`src/rtl/mlsri_pkg.sv`:
```
// Shared encodings, FSM/ALU enums and the instruction decoder for the
// multi-cycle load/store/R/I core.
package mlsri_pkg;

  localparam logic [5:0] OP_R    = 6'b000000;
  localparam logic [5:0] OP_ADDI = 6'b001000;
  localparam logic [5:0] OP_ANDI = 6'b001100;
  localparam logic [5:0] OP_ORI  = 6'b001101;
  localparam logic [5:0] OP_LW   = 6'b100011;
  localparam logic [5:0] OP_SW   = 6'b101011;

  localparam logic [5:0] FN_ADD = 6'b100000;
  localparam logic [5:0] FN_SUB = 6'b100010;
  localparam logic [5:0] FN_AND = 6'b100100;
  localparam logic [5:0] FN_OR  = 6'b100101;
  localparam logic [5:0] FN_SLT = 6'b101010;

  typedef enum logic [2:0] {S_FETCH, S_DECODE, S_EXEC, S_MEM, S_WB} state_t;
  typedef enum logic [2:0] {ALU_ADD, ALU_SUB, ALU_AND, ALU_OR, ALU_SLT} alu_op_t;

  typedef struct packed {
    alu_op_t op;
    logic    use_imm;
    logic    sext;
    logic    wen;
    logic    is_lw;
    logic    is_sw;
    logic    rdst;    // destination is rd (R-type) rather than rt
    logic    legal;
  } dec_t;

  function automatic dec_t decode(input logic [31:0] ir);
    dec_t d;
    d = '{op: ALU_ADD, default: 1'b0};
    case (ir[31:26])
      OP_R: begin
        d.rdst = 1'b1; d.wen = 1'b1; d.legal = 1'b1;
        case (ir[5:0])
          FN_ADD:  d.op = ALU_ADD;
          FN_SUB:  d.op = ALU_SUB;
          FN_AND:  d.op = ALU_AND;
          FN_OR:   d.op = ALU_OR;
          FN_SLT:  d.op = ALU_SLT;
          default: begin d.legal = 1'b0; d.wen = 1'b0; end
        endcase
      end
      OP_ADDI: begin d.use_imm = 1'b1; d.sext = 1'b1; d.wen = 1'b1; d.legal = 1'b1; end
      OP_ANDI: begin d.op = ALU_AND; d.use_imm = 1'b1; d.wen = 1'b1; d.legal = 1'b1; end
      OP_ORI:  begin d.op = ALU_OR;  d.use_imm = 1'b1; d.wen = 1'b1; d.legal = 1'b1; end
      OP_LW:   begin d.use_imm = 1'b1; d.sext = 1'b1; d.wen = 1'b1; d.is_lw = 1'b1; d.legal = 1'b1; end
      OP_SW:   begin d.use_imm = 1'b1; d.sext = 1'b1; d.is_sw = 1'b1; d.legal = 1'b1; end
      default: ;
    endcase
    return d;
  endfunction

endpackage

```
`src/rtl/mlsri_regfile.sv`:
```
// NREG x XLEN register file: two async read ports, one sync write port,
// R0 and out-of-range indices read as zero and ignore writes.
module mlsri_regfile #(
  parameter int XLEN = 32,
  parameter int NREG = 32
) (
  input  logic            clk,
  input  logic            rst,
  input  logic [4:0]      i_ra1,
  output logic [XLEN-1:0] o_rd1,
  input  logic [4:0]      i_ra2,
  output logic [XLEN-1:0] o_rd2,
  input  logic            i_we,
  input  logic [4:0]      i_wa,
  input  logic [XLEN-1:0] i_wd
);

  logic [XLEN-1:0] r_regs [NREG];

  always_ff @(posedge clk or negedge rst) begin
    if (!rst) begin
      for (int i = 0; i < NREG; i++) r_regs[i] <= '0;
    end else if (i_we && i_wa != 5'd0 && 32'(i_wa) < NREG) begin
      r_regs[i_wa] <= i_wd;
    end
  end

  assign o_rd1 = (i_ra1 == 5'd0 || 32'(i_ra1) >= NREG) ? '0 : r_regs[i_ra1];
  assign o_rd2 = (i_ra2 == 5'd0 || 32'(i_ra2) >= NREG) ? '0 : r_regs[i_ra2];

endmodule

```
`src/rtl/multicycle_lsri_core.sv`:
```
// Multi-cycle MIPS subset core (add/sub/and/or/slt/addi/andi/ori/lw/sw).
// Define MLSRI_OVF_TRAP_EN to trap signed overflow on add/sub/addi.
module multicycle_lsri_core
  import mlsri_pkg::*;
#(
  parameter int             XLEN     = 32,
  parameter int             NREG     = 32,
  parameter int             AW       = 32,
  parameter logic [AW-1:0]  PC_RESET = '0
) (
  input  logic            clk,
  input  logic            rst,
  output logic            imem_req,
  output logic [AW-1:0]   imem_addr,
  input  logic            imem_ready,
  input  logic [31:0]     imem_rdata,
  output logic            dmem_req,
  output logic            dmem_we,
  output logic [AW-1:0]   dmem_addr,
  output logic [XLEN-1:0] dmem_wdata,
  input  logic            dmem_ready,
  input  logic [XLEN-1:0] dmem_rdata,
  output logic            retire,
  output logic            illegal,
  output logic [AW-1:0]   pc_o
);

  state_t          r_state;
  logic [AW-1:0]   r_pc;
  logic [31:0]     r_ir;
  logic [XLEN-1:0] r_a, r_b, r_imm, r_r;
  alu_op_t         r_op;
  logic            r_use_imm, r_wen, r_is_lw, r_is_sw;
  logic [4:0]      r_dst;
  logic            r_imem_req, r_dmem_req, r_dmem_we, r_retire, r_illegal;
  logic [AW-1:0]   r_dmem_addr;
  logic [XLEN-1:0] r_dmem_wdata;

  dec_t            w_dec;
  logic [XLEN-1:0] w_rs_data, w_rt_data, w_imm, w_opb, w_sum, w_diff, w_alu;
  logic            w_we, w_trap;

  assign w_dec = decode(r_ir);
  assign w_imm = w_dec.sext ? XLEN'($signed(r_ir[15:0])) : XLEN'(r_ir[15:0]);
  assign w_opb = r_use_imm ? r_imm : r_b;
  assign w_sum  = r_a + w_opb;
  assign w_diff = r_a - w_opb;

  always_comb begin
    case (r_op)
      ALU_SUB: w_alu = w_diff;
      ALU_AND: w_alu = r_a & w_opb;
      ALU_OR:  w_alu = r_a | w_opb;
      ALU_SLT: w_alu = {{(XLEN-1){1'b0}}, $signed(r_a) < $signed(w_opb)};
      default: w_alu = w_sum;
    endcase
  end

`ifdef MLSRI_OVF_TRAP_EN
  logic w_ovf, r_ovf;
  // Address arithmetic of lw/sw never traps.
  always_comb begin
    w_ovf = 1'b0;
    if (!r_is_lw && !r_is_sw) begin
      if (r_op == ALU_ADD)
        w_ovf = (r_a[XLEN-1] == w_opb[XLEN-1]) && (w_sum[XLEN-1] != r_a[XLEN-1]);
      else if (r_op == ALU_SUB)
        w_ovf = (r_a[XLEN-1] != w_opb[XLEN-1]) && (w_diff[XLEN-1] != r_a[XLEN-1]);
    end
  end
  always_ff @(posedge clk or negedge rst) begin
    if (!rst)                     r_ovf <= 1'b0;
    else if (r_state == S_EXEC)   r_ovf <= w_ovf;
  end
  assign w_trap = r_ovf;
`else
  assign w_trap = 1'b0;
`endif

  assign w_we = (r_state == S_WB) && r_wen && !w_trap;

  mlsri_regfile #(.XLEN(XLEN), .NREG(NREG)) u_rf (
    .clk   (clk),
    .rst   (rst),
    .i_ra1 (r_ir[25:21]),
    .o_rd1 (w_rs_data),
    .i_ra2 (r_ir[20:16]),
    .o_rd2 (w_rt_data),
    .i_we  (w_we),
    .i_wa  (r_dst),
    .i_wd  (r_r)
  );

  always_ff @(posedge clk or negedge rst) begin
    if (!rst) begin
      r_state <= S_FETCH;   r_pc <= PC_RESET;   r_ir <= '0;
      r_a <= '0; r_b <= '0; r_imm <= '0; r_r <= '0;
      r_op <= ALU_ADD; r_use_imm <= 1'b0; r_wen <= 1'b0;
      r_is_lw <= 1'b0; r_is_sw <= 1'b0; r_dst <= '0;
      r_imem_req <= 1'b0; r_dmem_req <= 1'b0; r_dmem_we <= 1'b0;
      r_dmem_addr <= '0; r_dmem_wdata <= '0;
      r_retire <= 1'b0; r_illegal <= 1'b0;
    end else begin
      r_retire  <= 1'b0;
      r_illegal <= 1'b0;
      case (r_state)
        S_FETCH: begin
          if (r_imem_req && imem_ready) begin
            r_ir       <= imem_rdata;
            r_imem_req <= 1'b0;
            r_state    <= S_DECODE;
          end else begin
            r_imem_req <= 1'b1;
          end
        end
        S_DECODE: begin
          r_a <= w_rs_data; r_b <= w_rt_data; r_imm <= w_imm;
          r_op <= w_dec.op; r_use_imm <= w_dec.use_imm; r_wen <= w_dec.wen;
          r_is_lw <= w_dec.is_lw; r_is_sw <= w_dec.is_sw;
          r_dst <= w_dec.rdst ? r_ir[15:11] : r_ir[20:16];
          if (!w_dec.legal) begin
            r_illegal <= 1'b1; r_retire <= 1'b1;
            r_pc <= r_pc + 1'b1; r_imem_req <= 1'b1;
            r_state <= S_FETCH;
          end else begin
            r_state <= S_EXEC;
          end
        end
        S_EXEC: begin
          r_r <= w_alu;
          if (r_is_lw || r_is_sw) begin
            r_dmem_req   <= 1'b1;
            r_dmem_we    <= r_is_sw;
            r_dmem_addr  <= AW'(w_alu);
            r_dmem_wdata <= r_b;
            r_state      <= S_MEM;
          end else begin
            r_state <= S_WB;
          end
        end
        S_MEM: begin
          if (r_dmem_req && dmem_ready) begin
            r_dmem_req <= 1'b0;
            if (r_is_sw) begin
              r_retire <= 1'b1; r_pc <= r_pc + 1'b1;
              r_imem_req <= 1'b1; r_state <= S_FETCH;
            end else begin
              r_r <= dmem_rdata; r_state <= S_WB;
            end
          end
        end
        S_WB: begin
          r_retire   <= !w_trap;
          r_illegal  <= w_trap;
          r_pc       <= r_pc + 1'b1;
          r_imem_req <= 1'b1;
          r_state    <= S_FETCH;
        end
        default: r_state <= S_FETCH;
      endcase
    end
  end

  assign imem_req   = r_imem_req;
  assign imem_addr  = r_pc;
  assign dmem_req   = r_dmem_req;
  assign dmem_we    = r_dmem_we;
  assign dmem_addr  = r_dmem_addr;
  assign dmem_wdata = r_dmem_wdata;
  assign retire     = r_retire;
  assign illegal    = r_illegal;
  assign pc_o       = r_pc;

endmodule

```
`config.mk`:
```
export PLATFORM = sky130hd
export DESIGN_NAME = multicycle_lsri_core
export DESIGN_NICKNAME = d
export VERILOG_FILES = /design/src/rtl/mlsri_pkg.sv /design/src/rtl/mlsri_regfile.sv /design/src/rtl/multicycle_lsri_core.sv
export SDC_FILE = /design/constraint.sdc
export NUM_CORES = 2
export LEC_CHECK = 0
export CAP_MARGIN = 20
export CORE_UTILIZATION = 61
export DETAILED_ROUTE_END_ITERATION = 8
export GPL_ROUTABILITY_DRIVEN = 0
export PLACE_DENSITY = 0.8
export SLEW_MARGIN = 15
export SYNTH_ARGS = -nofsm -noshare
export SYNTH_HDL_FRONTEND = slang
export SYNTH_SLANG_ARGS = --single-unit
```
`constraint.sdc`:
```
create_clock -name clk -period 7.6 [get_ports clk]
set_input_delay 1.52 -clock clk [delete_from_list [all_inputs] [get_ports clk]]
set_output_delay 1.52 -clock clk [all_outputs]
set_load 0.005 [all_outputs]
```
==> summary.txt <==
Floorplan
  • # rows: 124
  • Chip Width: 341.3 um
  • Die ar.: 0.1165 mm^2
  • Ports placed on the boundary: 201
  • Die Ht: 341.3 um
  • Core region area: 0.1142 mm^2
  • Effective utilization at floorplan: 0.6151

Worst hold path
  • Hold Path Stages: 0
  • Hold EP: u_rf.r_regs[1013]
  • Worst Hold Launch: u_rf.r_regs[1013]
  • Type of the worst min-delay path: flip-flop to flip-flop

Timing
  • Final Hold Vio Count: 0
  • Achievable Freq: 206.5 MHz
  • Final setup fails: 0
  • Minimum clock period after layout: 4.842 ns
  • Worst-Margin Slew: 1.228 ns
  • Slew Viols, Final: 0
  • Fin Hold WS: 0.3996 ns
  • Worst Clk Skew: 0.02361 ns
  • RSZ-0062 raised after global routing: no
  • Crit share post-route: 0.6371
  • Setup_tns: 0 ns
  • Relative slew slack: 0.1810

Clock tree
  • CTS sink cnt: 1,285
  • CTS resizes: 0
  • Post-CTS setup buffers: 0
  • H-Tree Depth: 4
  • Hold-fix buffers, CTS: 0
  • Clock slew at reported path FFs: 0.06 ns
  • Root Driver: clkbuf_16
  • TritonCTS Buffers: 133
  • CTS tree: built
  • Clk Latency, worst-skew pair: 0.76 ns
  • Max clock buf depth: 3

Logic synthesis
  • Post-synth ARST share: 1.000
  • Synth Instances: 5,892
  • Number of synthesized flops with an enable pin: 0
  • Post-synthesis sequential area ratio: 0.4578
  • Synth Area in XOR/XNOR: 0.005237
  • Post-Syn Area: 0.07024 mm^2
  • Area leader, netlist: dfrtp_1
  • Dominant cells by area after synthesis: dfrtp_1 (46%), mux2_2 (18%), mux4_2 (8.4%)
  • Synth cell count leaders: dfrtp_1 (1,285), mux2_2 (1,146), a21oi_1 (419)
  • Syn nets: 6,061
  • Yosys reg bits: 1,285
  • Combinational family with the most area after synthesis: multiplexers
  • Ys flop type: dfrtp_1
  • Netlist cell types: 78
  • Most frequent cell after synthesis: dfrtp_1
  • Mux cell area share after synthesis: 0.3271
  • Synthesized area per cell: 11.92 um^2
  • Post-synthesis compound-gate area fraction: 0.1040
  • Post-Synth Simple-Gate Area: 0.04731
  • Post-Synth Adder-Cell Area: 0.01821
  • Synth warn: 0
  • Synth top area share: 0.4578

Routing
  • Vias per inst: 7.132
  • Vias: 52,600
  • Post-DR wirelength/cell: 30.02 um
  • Post-Route WL: 221.4 mm
  • Detailed Routing Iterations Pass 1: 7
  • Routed Antenna Nets: 0
  • Drt drc: 0
  • Iter 0 DRT Violations: 6,992

Cells and area
  • Design area: 0.07774 mm^2
  • Fill cells: 7,854
  • Register area: 0.03220 mm^2
  • Final Util: 0.6808
  • Layout cell share with drive strength beyond 1: 0.3086
  • Post-route insts no fill: 7,375
  • Fin nets: 5,927
  • Synthesis-to-layout area growth: 10.67%
  • Area of the multi-input gates: 0.03549 mm^2

Power and ir drop
  • Logic pwr share: 0.409
  • Clk pwr share: 0.258
  • Peak VDD IR: 253.1 uV
  • Static Leak: 36.25 nW
  • PD cells: 332.4 mW/mm^2
  • Seq pwr share: 0.333
  • Net Sw Frac: 0.4277
  • Pint: 14.79 mW
  • Sw Pwr: 11.05 mW

Critical path
  • Reg2reg start: r_use_imm
  • Crit Path Max Fanout: 19
  • R2r endpoint: r_r[30]
  • Crit start category: flip-flop
  • Crit. End Element: flip-flop
  • Crit Path Class: flip-flop to flip-flop
  • Worst Path Arrival: 5.47 ns
  • Critical Path RT: 8.23 ns
  • Worst R2R Path Depth: 13
  • CP startpoint: r_use_imm
  • Reg2Reg Setup Slack: 2.76 ns

Placement
  • Final HPWL DP: 131.9 mm
  • Placed Cells: 7,117
  • I/O Buffers: 200
  • Dpl cell area: 0.07292 mm^2

Global routing
  • Number of global-route vias before repair: 51,830
  • Antenna violations before repair: 8
  • First-pass GRT wire length: 327.6 mm
  • Tot GR Track Use: 0.3761
  • Largest net degree at the start of global routing: 180
  • Grt ovf: 0

Status
  • Status: completed

Run
  • Max-cap violations: 0
registers in the layout (all words and copies together), names as in the netlist, 32 cells and up:
name	cells
r_r	32
r_ir	32
imem_addr	32
u_rf.r_regs	1024
dmem_wdata	32
r_a	32
r_b	32
dmem_addr	32
cell usage in the layout (no fill, tap or decap), types with 9 or more instances in the layout:
cell	Yosys	layout
o22ai_1	188	188
a21o_1	16	16
nor2b_1	27	24
buf_4	32	81
a31oi_1	16	16
clkdlybuf4s50_1	0	199
o211ai_1	12	12
o21bai_1	14	14
o221ai_1	141	141
buf_16	0	10
and3_1	19	19
dfrtp_4	0	10
a211oi_1	9	9
a21oi_1	419	419
o31ai_1	9	9
mux2_2	1146	1146
buf_12	0	12
clkbuf_16	0	137
nor3_1	86	83
nand2_1	311	292
inv_1	124	124
clkinv_2	0	16
nand2_2	0	18
a221oi_1	14	14
mux4_2	262	262
clkbuf_8	0	30
dfrtp_1	1285	1273
o21ai_1	14	14
mux2i_1	410	410
ha_1	99	99
nand4_1	14	14
o21ai_0	258	258
nor2_1	186	176
nand2b_1	25	22
clkbuf_1	403	36
xnor2_1	35	34
nand3_1	32	31
nor2_4	0	10
o21a_1	12	12
worst max path at each step:
| stage | endpoint | slack [ns] | cells past startpoint |
|---|---|---|---|
| 2_1_floorplan | dmem_addr[24] | 3.50 | 17 |
| 3_3_place_gp | dmem_addr[0] | 3.05 | 8 |
| 3_5_place_dp | dmem_addr[6] | 2.94 | 7 |
| 4_1_cts | dmem_addr[24] | 2.95 | 15 |
| 5_1_grt | r_r[30] | 2.58 | 13 |
| 6_report | r_r[30] | 2.76 | 13 |
power groups by stage:
stage               sequential (mW)  combinational, mW  clock (mW)
floorplan                      7.61               7.28           0
global placement               8.92               9.42           0
detailed placement             8.93               9.59           0
CTS                            8.82               9.66        6.68
global route                   8.62               11.0        6.96
finish                         8.61               10.6        6.67
per-layer routing:
metal,routed length [um],vias to the layer above,GRT usage,part of all wire
met5,78,-,0,0.00035
met4,11200,12,0.1779,0.051
met3,30390,786,0.1259,0.14
met2,97150,3501,0.5516,0.44
met1,82590,26710,0.5054,0.37
li1,-,21590,-,-
layout make-up:
class / count / share of cell area
antenna: 1 / 0.00003219
clock buffer: 202 / 0.05083
clock inverter: 37 / 0.006036
inverter: 124 / 0.005988
multi-input combinational: 3902 / 0.4565
sequential: 1285 / 0.4142
tap: 1512 / 0.02434
timing repair buffer: 312 / 0.04209
critical path, stage by stage (launching register included):
cell	delay [ns]
dfrtp_1	1.05
inv_1	0.54
a21oi_1	0.39
ha_1	0.45
or3_1	0.46
nor2_1	0.14
nand2b_1	0.10
nor2_1	0.22
nand2_1	0.16
nor3_1	0.30
o22ai_1	0.13
xor2_1	0.18
a211oi_1	0.47
nor3_1	0.12
per-stage QoR:
step / power, mW / setup slack, ns
2_1_floorplan: 14.89 / 3.502
3_3_place_gp: 18.34 / 3.049
3_5_place_dp: 18.51 / 2.935
4_1_cts: 25.15 / 2.945
5_1_grt: 26.60 / 2.580
6_report: 25.84 / 2.758
cell families (layout without fill, tap and decap cells):
family          after synthesis  count (layout)
mux                        1824            1824
simple gates                749             749
flops                      1285            1285
buf+inv                     705             675
fa+ha+maj                   101             101
compound gates             1186            1186
other cells                   0               1
xor+xnor                     42              42
(Power assumes the default switching activity.)
